$ cat config.mk
export PLATFORM = sky130hd
export DESIGN_NAME = item_memory_loader
export DESIGN_NICKNAME = d
export VERILOG_FILES = /design/src/rtl/item_memory_loader.sv
export SDC_FILE = /design/constraint.sdc
export NUM_CORES = 1
export LEC_CHECK = 0
export ABC_AREA = 1
export BUFFER_PORTS_ARGS = -buffer_cell sky130_fd_sc_hd__buf_2
export CAP_MARGIN = 20
export CORE_AREA = 2 2 413 415
export CTS_CLUSTER_SIZE = 24
export DETAILED_ROUTE_END_ITERATION = 7
export DIE_AREA = 0 0 415 417
export MAX_ROUTING_LAYER = met4
export PLACE_DENSITY_LB_ADDON = 0.08
export SLEW_MARGIN = 15
export SYNTH_ARGS = -nofsm -noshare
export SYNTH_HDL_FRONTEND = slang
export SYNTH_SLANG_ARGS = --single-unit
$ cat constraint.sdc
create_clock -name clk_i -period 2 [get_ports clk_i]
set_input_delay 0.1 -clock clk_i [delete_from_list [all_inputs] [get_ports clk_i]]
set_output_delay 0.1 -clock clk_i [all_outputs]
set_load 0.005 [all_outputs]
$ cat src/rtl/item_memory_loader.sv
// Streams hypervectors into an item memory: one write per valid/ready handshake,
// sequential addresses from 0, stopping after a latched number of entries.
module item_memory_loader #(
    parameter int AddrWidth = 10,
    parameter int DataWidth = 512
) (
    input  logic                 clk_i,
    input  logic                 rst_i,
    input  logic                 start_i,
    input  logic                 clr_i,
    input  logic [AddrWidth:0]   num_entries_i,
    input  logic [DataWidth-1:0] data_i,
    input  logic                 data_valid_i,
    output logic                 data_ready_o,
    output logic                 mem_wr_en_o,
    output logic [AddrWidth-1:0] mem_wr_addr_o,
    output logic [DataWidth-1:0] mem_wr_data_o,
    output logic                 busy_o,
    output logic                 done_o,
    output logic [AddrWidth:0]   count_o
);

    localparam logic [1:0] IDLE = 2'd0;
    localparam logic [1:0] LOAD = 2'd1;
    localparam logic [1:0] DONE = 2'd2;

    localparam logic [AddrWidth-1:0] ADDR_ONE  = 1;
    localparam logic [AddrWidth:0]   COUNT_ONE = 1;

    logic [1:0]           state_reg, state_next;
    logic [AddrWidth-1:0] addr_reg, addr_next;
    logic [AddrWidth:0]   count_reg, count_next;
    logic [AddrWidth:0]   num_reg, num_next;
    logic                 handshake;

    // clr_i masks ready so an aborting cycle can never produce a write.
    assign data_ready_o  = (state_reg == LOAD) && !clr_i;
    assign handshake     = data_valid_i && data_ready_o;
    assign mem_wr_en_o   = handshake;
    assign mem_wr_addr_o = addr_reg;
    assign mem_wr_data_o = data_i;
    assign busy_o        = (state_reg == LOAD);
    assign done_o        = (state_reg == DONE);
    assign count_o       = count_reg;

    always_comb begin
        state_next = state_reg;
        addr_next  = addr_reg;
        count_next = count_reg;
        num_next   = num_reg;
        if (clr_i) begin
            state_next = IDLE;
            addr_next  = '0;
            count_next = '0;
        end else begin
            case (state_reg)
                IDLE, DONE: begin
                    if (start_i) begin
                        num_next   = num_entries_i;
                        addr_next  = '0;
                        count_next = '0;
                        state_next = (num_entries_i == '0) ? DONE : LOAD;
                    end
                end
                LOAD: begin
                    if (handshake) begin
                        // Address is AddrWidth bits and wraps; count is one bit wider.
                        addr_next  = addr_reg + ADDR_ONE;
                        count_next = count_reg + COUNT_ONE;
                        if (count_reg == num_reg - COUNT_ONE) begin
                            state_next = DONE;
                        end
                    end
                end
                default: begin
                    state_next = IDLE;
                end
            endcase
        end
    end

    always_ff @(posedge clk_i or posedge rst_i) begin
        if (rst_i) begin
            state_reg <= IDLE;
            addr_reg  <= '0;
            count_reg <= '0;
            num_reg   <= '0;
        end else begin
            state_reg <= state_next;
            addr_reg  <= addr_next;
            count_reg <= count_next;
            num_reg   <= num_next;
        end
    end

endmodule
==> run summary <==
The worst register-to-register path ends at count_o[7]. The half-perimeter wire length after detailed placement is ~28000 um. The number of distinct library cell variants in the gate-level netlist after synthesis came out at 31.

The relative area change from synthesis to final layout is -8.41%. The highest clock rate came out at 552 MHz. The number of iterations in the first detailed-routing pass is 4. In this run the most used layer during global routing was met2. For this run, asynchronously set or reset flops after synthesis account for 1.00. The category of the most critical setup path is reg -> out. In this run the clock root is driven by a sky130_fd_sc_hd__clkbuf_16. The total negative setup slack came out at 0 ns.

The largest driver fanout on the critical path came out at 5. The maximum resistive drop on vdd came out at 0.277 mV. The post-synthesis instance total came out at 800.

The flow ran to the end, and the final reports show no timing, DRC or antenna violations. The library cell used most frequently in the layout, excluding fill and tap cells, is sky130_fd_sc_hd__nand2_1. The worst hold path passes through 2 cells.

The initial antenna violation count is 2. The highest-delay cell along the critical path is sky130_fd_sc_hd__dfrtp_1. The ratio of routed vias to standard cells is 1.13.

The fill cell total of the finished layout is 20178. The total global-route track usage is 0.0360. The synthesized area came out at 0.00592 mm2.

The share of total power dissipated in combinational logic is 0.387. The critical path goes through inv_1 > nand2_2 > nor2_4 > inv_1 > nor2_1 > buf_4 > buf_2. The via count of the first global-routing pass came to 3236. STA classifies the critical path startpoint as a register. The effective utilization at floorplan is 0.0351.

For the worst-skew pair, the clock arrives at the later sink with an insertion delay of roughly 0.31 ns. Data on the critical path is required at its endpoint by 1.90 ns. The share of synthesized area occupied by flip-flops and latches came out at 0.144. In the layout the commonest cells are sky130_fd_sc_hd__nand2_1 (68), sky130_fd_sc_hd__nor2_1 (40), sky130_fd_sc_hd__inv_1 (40), sky130_fd_sc_hd__buf_2 (40), sky130_fd_sc_hd__dfrtp_1 (34). The horizontal die dimension is 415 um. The final cell utilization of the core came out at 0.0322.

The total of endpoints with negative setup slack in the final report is 0. For this block, the via count after detailed routing is 2917. The count of antenna-violating nets left after detailed routing is 0. The met3 demand-to-capacity share in global routing came out at 0.0410.

The net switching power is about 1.4 mW. The y dimension of the die came out at 417 um. The leakage power summed over all cells is around 1.4 nW. The number of buffer and inverter stages on the critical path is 4. For this block, the initial DRC count from the detailed router was 114. The total power after layout is 3.26 mW. The flop-to-flop setup slack came out at 0.22 ns. The startpoint of the most critical hold path is num_entries_i[9]. The arrival time at the worst endpoint came out at 1.71 ns. The clock slew seen by the registers of the worst setup and hold paths is approximately 0.070 ns.

Dividing the final minimum period by the clock period gives 0.907. The final hold violation count came out at 0. The number of levels in the clock H-tree is 2. The count of buffers inserted at the top-level ports is 40.

Prior to clock tree synthesis, the placed netlist has a worst setup slack of 0.119 ns. The net count of the finished layout came out at 888. The global routing met1 resource utilization is 0.0198. The total number of placement rows is approximately 150. The number of synthesized flops with an enable pin came out at 0. The number of max-slew violations in the final report is 0. Grouping stages by cell kind, the critical path spends the most delay in buffers and inverters. The setup slack after layout came out at 0.187 ns.

The synthesized design contains 34 register bits. Dividing the detail-routed wire length by the instance count gives around 12 um. The cell internal power dissipation came out at 1.89 mW. Entering global routing, the biggest net connects 24 pins. The fraction of power consumed by the clock network came out at 0.300.

Summed over all layers, the routed wires come to between 30000 and 40000 um. The path class of the tightest hold or removal check is in -> reg. For hold timing, the worst endpoint is num_reg[9]. For the final database, setup skew stands at 0.0111 ns. At the end of routability-driven placement, the weighted congestion stood at 0.570. The number of maximum-capacitance violations came out at 0.

The total overflow reported by the global router came out at 0. The share of power burned in registers is 0.313. The met2 global-route usage is 0.0566. Synthesis produced a netlist with a net count of 1331.

The count of warnings emitted by yosys is 0. In the synthesized netlist the dominant register cell turns out to be sky130_fd_sc_hd__dfrtp_1. The floorplan step defined a die boundary enclosing ~0.17 mm2. In this run the deepest clock path goes through 2 buffers. The ratio of cells with drive above 1 in the final layout is 0.274.

The worst register-to-register path begins at state_reg[1]. Of the total power, the share spent switching nets is 0.422. Counting stages on the worst path, the most repeated cell is sky130_fd_sc_hd__inv_1. The worst setup path is captured at an output port.

The total power divided by cell area came out at approximately 600 mW/mm2. The area inside the core boundary is 0.169 mm2. The maximum cell stage delay along the critical path is 0.39 ns. The number of sinks handled by clock tree synthesis came out at 34. TritonCTS built the clock tree.

The transition time of the tightest slew-check pin came out at 0.686 ns. The first global-routing pass estimated roughly 38000 um of wire. The worst hold slack across all endpoints came out at 0.0889 ns. The mean instance size in the synthesized netlist came out at ~7.4 um2. Setup repair after global routing could not meet its margin everywhere.

For the worst flop-to-flop path, the logic depth is 11. The relative max-transition margin is 0.540. After detailed routing, the number of remaining DRC violations is 0. Counting the buffers created by CTS gives 5.

The clock period minus final worst setup slack came out at 1.81 ns. The number of ports placed on the die boundary came out at roughly 1100.
-- timing repair --
item | CTS | global route
hold endpoints to repair | 11 | 0
endpoints found under the setup margin | 0 | 2
gates resized for setup | 0 | 7
hold buffers | 1 | 0
setup buffers | 0 | 3
-- cell usage after synthesis, types with 2 or more instances --
cell type | number | area, um2
sky130_fd_sc_hd__clkbuf_1 | 2 | 7.51
sky130_fd_sc_hd__o21ai_0 | 14 | 70.1
sky130_fd_sc_hd__nor3_1 | 6 | 30.0
sky130_fd_sc_hd__buf_4 | 512 | 3840
sky130_fd_sc_hd__inv_1 | 43 | 161
sky130_fd_sc_hd__ha_1 | 3 | 37.5
sky130_fd_sc_hd__nor4_1 | 3 | 18.8
sky130_fd_sc_hd__nand3_1 | 18 | 90.1
sky130_fd_sc_hd__xor2_1 | 5 | 43.8
sky130_fd_sc_hd__nand2_1 | 70 | 263
sky130_fd_sc_hd__nor2_1 | 42 | 158
sky130_fd_sc_hd__dfrtp_1 | 34 | 851
sky130_fd_sc_hd__inv_2 | 3 | 11.3
sky130_fd_sc_hd__a21oi_1 | 17 | 85.1
sky130_fd_sc_hd__mux2_2 | 3 | 33.8
sky130_fd_sc_hd__nand2_2 | 3 | 18.8
sky130_fd_sc_hd__o21ai_1 | 3 | 15.0
sky130_fd_sc_hd__nor3_2 | 3 | 30.0
sky130_fd_sc_hd__nand2_4 | 2 | 22.5
sky130_fd_sc_hd__xnor2_1 | 3 | 26.3
-- cell type report --
cell class / instances / area (um2) / share of cell area
Tap cell: 2218 / 2780 / 0.512
Multi-Input combinational cell: 205 / 1050 / 0.194
Sequential cell: 34 / 851 / 0.157
Timing Repair Buffer: 64 / 395 / 0.0729
Inverter: 47 / 179 / 0.0330
Clock buffer: 5 / 125 / 0.0231
Clock inverter: 3 / 40.0 / 0.00738
Antenna cell: 2 / 5.00 / 0.000923
-- worst max-delay path by stage --
stage / start / end / slack [ns] / depth (start not counted)
CTS: state_reg[1] / mem_wr_en_o / 0.07 / 7
floorplan: num_reg[0] / state_reg[1] / 0.40 / 13
finish: state_reg[1] / mem_wr_en_o / 0.19 / 7
global route: state_reg[1] / mem_wr_en_o / -0.01 / 7
detailed placement: num_reg[1] / state_reg[1] / 0.12 / 13
global placement: num_reg[1] / state_reg[1] / 0.04 / 13
-- power groups by stage --
stage	registers, mW	logic [mW]	clock network, mW
6_report	1.02	1.26	0.980
5_1_grt	1.06	1.47	1.05
4_1_cts	1.04	1.29	1.05
3_5_place_dp	1.05	1.28	0
3_3_place_gp	1.05	1.32	0
2_1_floorplan	0.975	1.55	0
-- cell families after synthesis --
group                      after synthesis  synth area share
DFF                                     34             0.144
xor gates and xnor gates                 8            0.0118
and+or+nand+nor                        151             0.114
AOI/OAI and AO/OA                       40            0.0376
adders and majority gates                3           0.00634
muxes                                    3           0.00571
buffers and inverters                  561             0.681
-- per-layer routing --
metal  vias up  part of all wire
met2       487              0.47
met5         -                 0
met4         0             0.079
li1       1050                 -
met3       170              0.25
met1      1210              0.20
-- stage by stage --
| stage | instances | instance area [um2] |
|---|---|---|
| after global placement | 2564 | 5210 |
| after floorplan | 800 | 5920 |
| after detailed placement | 2564 | 5210 |
| final | 2578 | 5420 |
| after global routing | 2578 | 5420 |
| after CTS | 2573 | 5380 |
Power figures use the tool's default switching activity.
